--- config.mk ---
export PLATFORM = sky130hd
export DESIGN_NAME = rom_reader
export DESIGN_NICKNAME = d
export VERILOG_FILES = /design/src/rtl/rom_reader.sv
export SDC_FILE = /design/constraint.sdc
export NUM_CORES = 1
export LEC_CHECK = 0
export ABC_AREA = 0
export CAP_MARGIN = 20
export CORE_UTILIZATION = 30
export CTS_BUF_LIST = sky130_fd_sc_hd__clkbuf_4 sky130_fd_sc_hd__clkbuf_8
export DETAILED_ROUTE_END_ITERATION = 10
export PLACE_DENSITY_LB_ADDON = 0.08
export SLEW_MARGIN = 10
export SYNTH_ARGS = -nofsm -noshare
export SYNTH_HDL_FRONTEND = slang
export SYNTH_SLANG_ARGS = --single-unit
--- constraint.sdc ---
create_clock -name clk -period 5.5 [get_ports clk]
set_input_delay 1.375 -clock clk [delete_from_list [all_inputs] [get_ports clk]]
set_output_delay 1.375 -clock clk [all_outputs]
set_load 0.02 [all_outputs]
--- src/rtl/rom_reader.sv ---
// rom_reader: checks a fixed-value header at the start of a ROM image,
// then streams the remaining payload bytes over a valid/ready interface.
// The ROM is combinational: rom_data answers the registered rom_address
// in the same cycle. All outputs are driven straight from flops.
module rom_reader #(
  parameter int          MAGIC_LEN  = 6,
  parameter logic [7:0]  MAGIC_BYTE = 8'h66
) (
  input  logic        clk,
  input  logic        rst_n,
  input  logic        start,
  output logic [15:0] rom_address,
  input  logic [15:0] rom_size,
  input  logic [7:0]  rom_data,
  output logic [7:0]  out_data,
  output logic        out_valid,
  input  logic        out_ready,
  output logic        out_last,
  output logic        busy,
  output logic        done,
  output logic        error
);

  typedef enum logic [2:0] {
    S_IDLE   = 3'd0,
    S_MAGIC  = 3'd1,
    S_STREAM = 3'd2,
    S_FINISH = 3'd3,
    S_ERR    = 3'd4
  } state_t;

  localparam logic [15:0] MAGIC_LEN_W  = 16'(MAGIC_LEN);
  localparam logic [15:0] MAGIC_LAST_W = 16'(MAGIC_LEN - 1);

  state_t      state_q, state_d;
  logic [15:0] addr_q, addr_d;
  logic [7:0]  data_q, data_d;
  logic        valid_q, valid_d;
  logic        last_q, last_d;
  logic        busy_q, busy_d;
  logic        done_q, done_d;
  logic        error_q, error_d;

  // Next-state and datapath decode; every target starts from its hold value.
  always_comb begin
    state_d = state_q;
    addr_d  = addr_q;
    data_d  = data_q;
    valid_d = valid_q;
    last_d  = last_q;
    error_d = error_q;

    case (state_q)
      S_IDLE: begin
        valid_d = 1'b0;
        last_d  = 1'b0;
        if (start) begin
          addr_d = 16'd0;
          if (rom_size < MAGIC_LEN_W) begin
            // Image cannot even hold the header.
            state_d = S_ERR;
            error_d = 1'b1;
          end else begin
            state_d = S_MAGIC;
            error_d = 1'b0;
          end
        end else begin
          state_d = S_IDLE;
        end
      end

      S_MAGIC: begin
        valid_d = 1'b0;
        last_d  = 1'b0;
        if (rom_data == MAGIC_BYTE) begin
          addr_d = addr_q + 16'd1;
          if (addr_q == MAGIC_LAST_W) begin
            state_d = S_STREAM;
          end else begin
            state_d = S_MAGIC;
          end
        end else begin
          state_d = S_ERR;
          error_d = 1'b1;
        end
      end

      S_STREAM: begin
        if ((!valid_q || out_ready) && (addr_q < rom_size)) begin
          // Output slot is free (or being drained): take the next byte.
          data_d  = rom_data;
          valid_d = 1'b1;
          last_d  = (addr_q == 16'(rom_size - 16'd1));
          addr_d  = addr_q + 16'd1;
        end else if (valid_q && out_ready) begin
          // Final byte consumed with nothing left to load.
          valid_d = 1'b0;
          last_d  = 1'b0;
        end else begin
          // Back-pressure or idle slot: hold everything.
          data_d  = data_q;
          valid_d = valid_q;
          last_d  = last_q;
        end
        // Finish as soon as the image is exhausted and the slot will be empty,
        // so done follows the last accepted byte by one cycle.
        if ((addr_q == rom_size) && !valid_d) begin
          state_d = S_FINISH;
        end else begin
          state_d = S_STREAM;
        end
      end

      S_FINISH: begin
        valid_d = 1'b0;
        last_d  = 1'b0;
        state_d = S_IDLE;
      end

      S_ERR: begin
        valid_d = 1'b0;
        last_d  = 1'b0;
        error_d = 1'b1;
        state_d = S_IDLE;
      end

      default: begin
        valid_d = 1'b0;
        last_d  = 1'b0;
        state_d = S_IDLE;
      end
    endcase
  end

  // Status flags are decoded from the next state so they are registered
  // and line up with the state they describe.
  always_comb begin
    done_d = (state_d == S_FINISH);
    if ((state_d == S_MAGIC) || (state_d == S_STREAM)) begin
      busy_d = 1'b1;
    end else begin
      busy_d = 1'b0;
    end
  end

  // State and output registers with asynchronous active-low reset.
  always_ff @(posedge clk or negedge rst_n) begin
    if (!rst_n) begin
      state_q <= S_IDLE;
      addr_q  <= 16'd0;
      data_q  <= 8'd0;
      valid_q <= 1'b0;
      last_q  <= 1'b0;
      busy_q  <= 1'b0;
      done_q  <= 1'b0;
      error_q <= 1'b0;
    end else begin
      state_q <= state_d;
      addr_q  <= addr_d;
      data_q  <= data_d;
      valid_q <= valid_d;
      last_q  <= last_d;
      busy_q  <= busy_d;
      done_q  <= done_d;
      error_q <= error_d;
    end
  end

  assign rom_address = addr_q;
  assign out_data    = data_q;
  assign out_valid   = valid_q;
  assign out_last    = last_q;
  assign busy        = busy_q;
  assign done        = done_q;
  assign error       = error_q;

endmodule
==> flow_summary.yaml <==
floorplanning:
  die_w_um: 96.1
  start_util_pct: 31.7
  die_footprint_sq_um: 9240
  io_pins: 57
  placeableCoreArea_sq_um: 8380
  die_height_um: 96.1
  num_rows: 33
placement:
  placed_area_sq_um: 3320
  weighted_congestion_reported_at_the_end_of_routability_driven_placement: 0.870
  dpl.hpwl_um: 5850
  buffer_ports.inserted: 56
timing:
  achievable-frequency_mhz: 256
  final-setup-viol-count: 0
  final_hold_viol_count: 0
  relative_max_transition_margin_pct: 45.0
  unrepaired_setup_endpoints_after_global_routing: "no"
  drv_slew: 0
  clock-skew-final_ns: 0.00917
  timing.setup.tns_ns: 0
  fin_crit_ns: 3.91
  timing_worst_slew_pin_value_ns: 0.825
  min_period_over_period_pct: 71.1
critical_path:
  timing.setup.critical_path_class: "in -> reg"
  r2r-start: "rom_address[9]"
  timing.critical_path.from_type: "primary input"
  crit_required_ns: 5.68
  worst_ep_arrival_time_ns: 4.09
  reg_to_reg_endpoint: "rom_address[12]"
  critical_path_peak_fanout: 19
  setup.worst_path.end_class: "flop"
  regToRegSetupSlack_ns: 2.71
  worst-r2r-cell-count: 7
clock_network:
  clock_tree.htree_level_count: 2
  clockBufferDepth: 2
  cts-hold-fix-buffers: 0
  post_cts_resized: 0
  tritoncts: "done"
  buffers_inserted_by_post_cts_timing_repair: 0
  clock-sinks: 32
  number_of_buffers_created_by_cts: 5
  clock_root_cell: "clkbuf_8"
  clkLatencyLatePin_ns: 0.29
  cts.reportedPaths.clkPinSlew_ns: 0.07
power:
  power.clock.fraction_pct: 31.6
  share_comb_of_total_power_pct: 24.8
  power_density_nw_per_um2: 176
  p_leak_nw: 1.42
  p_sw_uw: 183
  pwr-share-seq_pct: 43.6
  sw_frac_of_total_pct: 30.6
  power.internal_uw: 416
  peakVddDrop_mv: 0.0868
route:
  post_drt_via_cell_ratio: 5.39
  antenna_violating_nets_post_route: 0
  final_routed_drc_violation_total: 0
  via_count: 2501
  detail_route.iter0.violations: 134
  route.final.wire_length_um: 7720
  drt_pre_antenna_iters: 4
  wirelength_per_cell_um: 16.6
global_routing:
  grt_antenna_before_repair: 0
  grt_first_pass_wirelength_um: 12200
  global_route.peak_usage_layer: "met2"
  groute.layer.met1.usage_pct: 22.8
  groute.usage.overall_pct: 17.6
  use_met3_pct: 3.08
  groute.layer.met2.usage_pct: 28.1
  grt_start_max_net_pins: 33
  first_global_vias: 2419
  grt_overflow: 0
logic_synthesis:
  netlist.area_leader.share_pct: 30.1
  count_of_different_cell_masters_after_synthesis: 59
  yosys-top-cells-area: "dfrtp_1 (30%), ha_1 (8.9%), xnor2_1 (3.6%), mux2_1 (3.4%), inv_1 (3.1%)"
  synthCells: 305
  synth_top_area_cell: "dfrtp_1"
  synth.most_common_cell: "dfrtp_1"
  number_of_synthesized_register_bits: 32
  dominantRegCellSynth: "dfrtp_1"
  postSynthAreaPerCell_sq_um: 8.71
  synth.net_count: 352
  post_synth_instance_area_sq_um: 2660
  yosysWarningCount: 0
  ys_top_cells_by_count: "dfrtp_1 (32), inv_1 (22), ha_1 (19)"
  synth-async-reset-ratio_pct: 100
  yosysSeqAreaShare_pct: 30.1
  synth-edff-count: 0
finish:
  layout.nets: 405
  inserted_diodes: 0
  layout.cell_area.non_filler_sq_um: 3410
  syn_to_final_growth_pct: 28.2
  post_route_cells_drive_above_1_share_pct: 6.13
status:
  status: "completed"
hold_path:
  hold_path_origin: "out_data[2]"
  worst_hold_path_type: "reg -> reg"
  min_path_cells: 1
  min_to: "out_data[2]"
run:
  drv_cap: 0
==> power by group through the flow <==
stage                     registers, mW  clock network [mW]  logic, mW
after floorplan                   0.271                   0     0.0727
after global placement            0.266                   0      0.149
after detailed placement          0.266                   0      0.149
after CTS                         0.261               0.199      0.150
after global routing              0.263               0.209      0.164
final                             0.261               0.189      0.148
==> logic make-up (layout without fill, tap and decap cells) <==
logic type,Yosys count,in the layout,synth area share [%]
xor+xnor,19,19,6.26
fa+ha+maj,19,19,8.95
simple gates,126,126,28.2
flops,32,32,30.1
buf+inv,34,88,5.18
compound gates,62,62,16.1
mux,13,13,5.27
==> worst max-delay path, cell delays in order <==
cell	delay, ns
clkdlybuf4s50_1	0.57
inv_1	0.07
ha_1	0.30
and2_1	0.17
nand4_1	0.14
a221o_1	0.45
a21oi_2	0.69
nor4_1	0.13
o21a_1	0.20
==> layout by cell type, fill, tap and decap left out, types with 6 or more instances in the layout <==
cell | Yosys | final
nor3_1 | 11 | 11
mux2_1 | 8 | 8
nor4_1 | 6 | 6
nor2_1 | 14 | 14
xor2_1 | 8 | 8
a21oi_1 | 16 | 16
nor2b_1 | 7 | 7
nand3_1 | 13 | 13
nand2_1 | 16 | 16
ha_1 | 19 | 19
or3_1 | 7 | 7
inv_1 | 22 | 22
nand4_1 | 10 | 10
clkbuf_8 | 0 | 6
xnor2_1 | 11 | 11
clkdlybuf4s50_1 | 0 | 56
or4_1 | 7 | 7
dfrtp_1 | 32 | 32
o21ai_1 | 7 | 7
==> how the worst max path moves through the flow <==
stage	start	to	cells past startpoint
global route	rom_size[7]	rom_address[12]	9
detailed placement	rom_size[5]	out_data[7]	8
floorplan	rom_size[7]	rom_address[13]	9
finish	rom_size[7]	rom_address[12]	9
global placement	rom_size[5]	out_data[5]	8
CTS	rom_size[5]	out_data[7]	8
==> stage by stage <==
stage                     hold WS, ns  worst slack [ns]  power (mW)  std cells  utilization (%)
after detailed placement        0.481              1.33       0.415        456             39.6
after floorplan                 0.615              2.27       0.344        305                -
after global placement          0.476              1.32       0.415        456             39.6
final                           0.495              1.59       0.599        464             40.7
after global routing            0.521              1.41       0.636        464             40.7
after CTS                       0.501              1.62       0.610        464             40.7
==> per-layer routing <==
layer | share of wire [%] | wire length, um
met3 | 5.3 | 410
met4 | 2.9 | 227
met1 | 45 | 3500
met2 | 46 | 3580
met5 | 0 | 0
==> cell type report <==
type	count	area, sq um
multi-input combinational	239	1730
sequential	32	801
timing repair buffer	58	576
inverter	22	82.6
tap	105	131
fill	867	4970
clock buffer	6	82.6
clock inverter	2	10.0
==> registers in the layout, summed over array words and instances (netlist names) <==
name / count
busy: 1
done: 1
error: 1
out_data: 8
out_last: 1
out_valid: 1
rom_address: 16
state_q: 3
Note: power is estimated with default switching activity, not from simulation.
